[src/rtl/simon_round_seq.sv]
// Round sequencer for a single-round SimonCore (SIMON 64/128): requests key expansion,
// then runs ROUNDS core handshakes per 64-bit block between the in/out block handshakes.
//
// state    | meaning
// ST_IDLE  | no expanded key; waiting for key_load
// ST_KREQ  | one-cycle key expansion request to the core
// ST_KWAIT | waiting for the core to report key expansion done
// ST_READY | key valid; accepting a block or a key reload
// ST_ISSUE | presenting the current words to the core
// ST_WAIT  | waiting for the core's round result
// ST_OUT   | presenting the finished block downstream
module simon_round_seq #(
  parameter int ROUNDS = 44,
  parameter int RCW    = 6
) (
  input  logic        clock,
  input  logic        reset,
  input  logic        key_load,
  output logic        key_ready,
  input  logic        in_valid,
  output logic        in_ready,
  input  logic [63:0] in_block,
  input  logic        in_dec,
  output logic        out_valid,
  input  logic        out_ready,
  output logic [63:0] out_block,
  output logic        core_kvalid,
  input  logic        core_kdone,
  output logic [63:0] core_data1,
  output logic [63:0] core_data2,
  input  logic [63:0] core_res1,
  input  logic [63:0] core_res2,
  output logic        core_valid,
  input  logic        core_ready,
  input  logic        core_done,
  output logic        core_encdec,
  output logic        core_single
);

  typedef enum logic [2:0] {
    ST_IDLE,
    ST_KREQ,
    ST_KWAIT,
    ST_READY,
    ST_ISSUE,
    ST_WAIT,
    ST_OUT
  } state_t;

  state_t           state;
  state_t           state_nxt;
  logic [63:0]      d1;
  logic [63:0]      d2;
  logic [RCW-1:0]   cnt;
  logic [RCW-1:0]   cnt_dec;
  logic             encdec;

  assign cnt_dec = cnt - RCW'(1);

  always_comb begin
    state_nxt = state;
    case (state)
      ST_IDLE:  if (key_load) state_nxt = ST_KREQ;
      ST_KREQ:  state_nxt = ST_KWAIT;
      ST_KWAIT: if (core_kdone) state_nxt = ST_READY;
      // a block request wins over a simultaneous key reload
      ST_READY: begin
        if (in_valid)      state_nxt = ST_ISSUE;
        else if (key_load) state_nxt = ST_KREQ;
      end
      ST_ISSUE: if (core_ready) state_nxt = ST_WAIT;
      ST_WAIT: begin
        if (core_done) state_nxt = (cnt_dec == '0) ? ST_OUT : ST_ISSUE;
      end
      ST_OUT:   if (out_ready) state_nxt = ST_READY;
      default:  state_nxt = ST_IDLE;
    endcase
  end

  // Flag outputs are registered from the next state so they line up with the state register.
  always_ff @(posedge clock or negedge reset) begin
    if (!reset) begin
      state       <= ST_IDLE;
      d1          <= '0;
      d2          <= '0;
      cnt         <= '0;
      encdec      <= 1'b0;
      key_ready   <= 1'b0;
      in_ready    <= 1'b0;
      out_valid   <= 1'b0;
      core_kvalid <= 1'b0;
      core_valid  <= 1'b0;
    end else begin
      state       <= state_nxt;
      key_ready   <= (state_nxt == ST_READY) || (state_nxt == ST_ISSUE) ||
                     (state_nxt == ST_WAIT)  || (state_nxt == ST_OUT);
      in_ready    <= (state_nxt == ST_READY);
      out_valid   <= (state_nxt == ST_OUT);
      core_kvalid <= (state_nxt == ST_KREQ);
      core_valid  <= (state_nxt == ST_ISSUE);

      if (state == ST_READY && in_valid) begin
        d1     <= {32'b0, in_block[31:0]};
        d2     <= {32'b0, in_block[63:32]};
        encdec <= ~in_dec;
        cnt    <= RCW'(ROUNDS);
      end

      if (state == ST_WAIT && core_done) begin
        d1  <= core_res1;
        d2  <= core_res2;
        cnt <= cnt_dec;
      end
    end
  end

  // The core only uses the low word of each data input, so the upper halves are dropped here.
  assign out_block   = {d2[31:0], d1[31:0]};
  assign core_data1  = d1;
  assign core_data2  = d2;
  assign core_encdec = encdec;
  assign core_single = 1'b1;

endmodule

[config.mk]
export PLATFORM = sky130hd
export DESIGN_NAME = simon_round_seq
export DESIGN_NICKNAME = d
export VERILOG_FILES = /design/src/rtl/simon_round_seq.sv
export SDC_FILE = /design/constraint.sdc
export NUM_CORES = 1
export LEC_CHECK = 0
export ABC_AREA = 1
export BUFFER_PORTS_ARGS = -buffer_cell sky130_fd_sc_hd__buf_2
export CORE_AREA = 10 10 148 150
export DETAILED_ROUTE_END_ITERATION = 16
export DIE_AREA = 0 0 158 160
export MAX_ROUTING_LAYER = met4
export PLACE_DENSITY = 0.76
export SETUP_SLACK_MARGIN = 0.4
export SYNTH_ARGS = -nofsm -noshare
export SYNTH_HDL_FRONTEND = slang
export SYNTH_SLANG_ARGS = --single-unit
[constraint.sdc]
create_clock -name clock -period 1.78 [get_ports clock]
set_input_delay 0 -clock clock [delete_from_list [all_inputs] [get_ports clock]]
set_output_delay 0 -clock clock [all_outputs]
set_load 0.005 [all_outputs]
# Word level (Yosys, flattened, before mapping)
# Index checks and enable logic that the tools add are counted.
# totals
inputBits	201
register_bits	143
output_inout_bits	199
elab_cells	45
# op_classes
eq_ne	11
add_sub_neg	1
n_reduce_logical	8
n_mux	14
n_bitwise	1
# op_table
op	count
$mux W64	4
$pmux W3 S7	1
$eq A3 B3 Y1 const B	6
$mux W3	6
$mux W6	2
$eq A3 B2 Y1 const B	3
$eq A3 B1 Y1 const B	2
$logic_not A6 Y1	1
$sub A6 B1 Y6 const B	1
$logic_not A3 Y1	1
$logic_or A1 B1 Y1	3
$logic_and A1 B1 Y1	2
$mux W2	1
$reduce_bool A2 Y1	1
$not A1 Y1	1

# Longest topological paths before layout
# logic_depth
word_depth	9
ltp_mapped	10
mapped_depth_nobuf	10

# Least setup slack after synthesis
# No wires, ideal clock.
# synth_timing
path_kind	reg2reg
start	register state[2]
end	register d2[58], in the netlist core_data2[58]
arrival_ps	1297
path_stages_with_launch	8
required_ps	1659
setup_ps	121
n_path_buf	2
slack_ps	362
path_cell_list	dfrtp_1 -> inv_1 -> nand4_2 -> nand2_4 -> inv_2 -> buf_6 -> buf_6 -> a22o_1
# synth_between
elab_chain_len	3
word_cells_on_any_way	6
classes_between	eq/ne: 2; mux: 1; reduce/logical: 3
# synth_rtl
item	line_no	source
start: declaration	50	state_t state;
start signal: assignment	94	state <= state_nxt;
$eq A3 B3 Y1 / $eq A3 B2 Y1 (equally long branches)	109, 102	
$logic_and A1 B1 Y1 (on tied branches)	109, 102	
$mux W64 / $reduce_bool A2 Y1 (equally long branches)	-	
end signal: assignment	104	d2 <= {32'b0, in_block[63:32]};
end signal: assignment	111	d2 <= core_res2;
end: declaration	53	logic [63:0] d2;
# Parallel ways exist; a longest one is shown, timed or not.
# A chain may end at the register's enable or synchronous reset.

# Worst setup path in the final report
# layout_timing
start	register state[1]
end	register d1[45], in the netlist core_data1[45]
# layout_between
elab_chain_len	3
word_cells_on_any_way	6
classes_between	eq/ne: 2; mux: 1; reduce/logical: 3
# layout_rtl
item	line_no	source
$eq A3 B3 Y1 / $eq A3 B2 Y1 (equally long branches)	109, 102	
$logic_and A1 B1 Y1 (on tied branches)	109, 102	
$mux W64 / $reduce_bool A2 Y1 (equally long branches)	-	
end signal: assignment	103	d1 <= {32'b0, in_block[31:0]};
end signal: assignment	110	d1 <= core_res1;
end: declaration	52	logic [63:0] d1;
# Parallel ways exist; a longest one is shown, timed or not.

==> flow_summary.json <==
{
  "status": "complete, no violations",
  "syn_nets": 856,
  "hold_viol_final": 0,
  "cts_buffer_depth": 2,
  "start_kind": "flop",
  "synth_edf_count": 0,
  "rsz0062_at_grt": "true",
  "p_sw_w": 0.006002,
  "cts_tree": "built",
  "fillers": 1432,
  "synth_area_leaders": "dfrtp_1, a22o_1, buf_4",
  "cts_buffers": 17,
  "vias": 7647,
  "nets": 1416,
  "register_area_um2": 3582,
  "required_ps": 2080,
  "gp_congestion": 0.8762,
  "synth_common_cells": "dfrtp_1, nand2_1, nor2_1, buf_4, o21ai_0",
  "fin_crit_ps": 1512,
  "grt_antenna_before_repair": 6,
  "fmax_ghz": 0.6612,
  "power_w": 0.01578,
  "die_area_um2": 25280,
  "first_global_vias": 8212,
  "die_w_um": 158,
  "cp-end-kind": "flop",
  "power_frac_clock_pct": 23.0,
  "fp.dieH_um": 160,
  "synth_top_family_by_area": "compound AO/OA/AOI/OAI gates",
  "critical_path_arrival_ps": 1810,
  "first_iter_violations": 729,
  "placedCellCount": 1198,
  "cts-root-buf": "clkbuf_16",
  "hpwl_mm": 17.94,
  "multiInputGateArea_um2": 2228,
  "synthesis.area_um2": 6426,
  "drv_slew": 0,
  "ys_seq_area_share_pct": 55.69,
  "p_comb_share_pct": 41.3,
  "synth_cells": 653,
  "synth_simple_gate_area_share_pct": 11.23,
  "fin_setup_tns_ps": 0,
  "layout.cells.non_filler": 1470,
  "synth-xor-area-share_pct": 0,
  "drive_gt1_share_pct": 43.88,
  "ios": 400,
  "power.internal_w": 0.009778,
  "yosysWarnings": 0,
  "synthArstFlopShare_pct": 100.0,
  "finalSetupViolations": 0,
  "htreeDepth": 4,
  "wl_mm": 33.23,
  "synth_top_area_share_pct": 55.69,
  "fin_skew_ps": 13.17,
  "area_delta_synth_final_pct": 82.61,
  "swShare_pct": 38.03,
  "min_path_type": "in2reg",
  "synth-seq-cells": 143,
  "initial_core_util_pct": 33.68,
  "path_max_fanout": 17,
  "power_frac_seq_pct": 35.7,
  "yosys.area_share.adder_pct": 0.3894,
  "postSynthAreaPerCell_um2": 9.841,
  "worstSetupPathType": "reg2reg",
  "synth_mux_area_share_pct": 0,
  "io_buffers": 398,
  "power_density_nw_per_um2": 1345,
  "grt-ovfl-total": 0,
  "period_share_pct": 84.96,
  "synth_most_common_cell": "dfrtp_1",
  "track_usage_pct": 24.30,
  "synth_top_area_cell": "dfrtp_1",
  "clock_latency_ps": 430,
  "viasPerCell": 5.202,
  "grt_pass1_wl_mm": 46.37,
  "grt_max_degree": 50,
  "clkTransAtPathRegs_ps": 70,
  "ys.flop_type": "dfrtp_1",
  "coreArea_um2": 19080,
  "maxCapViolCount": 0,
  "synth_compound_area_share_pct": 19.96,
  "holdWs_ps": 60.18,
  "ir_drop_mv": 0.5967,
  "row_count": 51,
  "first_pass_iters": 6,
  "ys_types": 27,
  "clock_sinks": 143,
  "remaining_drc_errors": 0,
  "power_leakage_nw": 6.103,
  "drtAntennaViolNets": 0,
  "drt-wirelength-per-cell_um": 22.61
}
==> power groups by stage <==
stage          clock (W)  sequential [W]  combinational, W
2_1_floorplan          0         0.00549           0.00298
3_3_place_gp           0         0.00554           0.00491
3_5_place_dp           0         0.00557           0.00504
4_1_cts          0.00370         0.00553           0.00605
5_1_grt          0.00382         0.00574           0.00704
6_report         0.00364         0.00563           0.00651
==> placed cells by master, fill, tap and decap left out, drive strengths merged, types with 3 or more instances in the layout <==
cell         synthesis  final
nand2               86     86
dfrtp              143    143
clkinv               0      6
nand3                7      7
a22o                64     64
nor2                76     76
diode                0      6
dlygate4sd3          0    195
inv                 18     24
buf                 93    444
clkbuf              14     25
nand4                3      3
o21ai              135    135
==> critical path: stages, from the launching register on <==
cell       delay (ps)
dfrtp_2           440
nor2_4            120
nand3_4            90
buf_6             140
nand2_8           110
inv_12             90
clkbuf_16         190
a22o_1            190
==> cell families after synthesis <==
group / count (synthesis)
AOI/OAI and AO/OA: 206
adders and majority gates: 2
buffers and inverters: 125
DFF: 143
other: 1
and+or+nand+nor: 176
==> per-layer routing <==
layer | vias to the layer above | wire, um | GRT usage [%]
met2 | 570 | 17020 | 40.66
li1 | 3309 | - | -
met1 | 3632 | 11640 | 25.65
met3 | 136 | 3039 | 6.178
met5 | - | 0 | -
met4 | 0 | 1526 | 13.40
==> worst paths after layout <==
kind / cells past startpoint / from / slack [ps] / to
min in group asynchronous: 2 / reset / 70 / core_data2[40]$_DFFE_PN0P_
min: 5 / core_kdone / 60 / key_ready$_DFF_PN0_
max: 7 / state[1]$_DFF_PN0_ / 270 / core_data1[45]$_DFFE_PN0P_
max in group asynchronous: 3 / reset / 1010 / core_data1[55]$_DFFE_PN0P_
max reg2reg: 7 / state[1]$_DFF_PN0_ / 270 / core_data1[45]$_DFFE_PN0P_
min reg2reg: 1 / core_data2[60]$_DFFE_PN0P_ / 500 / core_data2[60]$_DFFE_PN0P_
==> timing repair <==
action                                  in CTS  in global routing
endpoints found under the setup margin     140                140
endpoints found under the hold margin      272                  0
setup buffers                               19                  0
hold buffers                               195                  0
gates cloned                                10                 10
pin swaps                                    6                  8
gates resized for setup                     79                 64
==> state kept, by name (all words and copies together), names as in the netlist <==
| name | flops |
|---|---|
| cnt | 6 |
| core_data1 | 64 |
| core_data2 | 64 |
| core_encdec | 1 |
| core_kvalid | 1 |
| core_valid | 1 |
| in_ready | 1 |
| key_ready | 1 |
| out_valid | 1 |
| state | 3 |
==> area by class of cell <==
class                   instances  share of cell area (%)
inverters                      18                  0.7890
clock inverters                15                   1.471
repair buffers                648                   41.93
clock buffers                  17                   3.625
diodes                          6                  0.1279
well taps                     238                   2.538
multi-input cells             385                   18.99
flip-flops and latches        143                   30.53
==> stage by stage <==
step           worst slack (ps)  cell area, um2  utilization, %
4_1_cts                   323.7           11380           59.62
2_1_floorplan             386.8            6431               -
3_5_place_dp              161.9            8202           42.99
3_3_place_gp              249.9            8202           42.99
5_1_grt                   197.6           11740           61.51
6_report                  267.6           11740           61.51
Note: power is estimated with default switching activity, not from simulation.
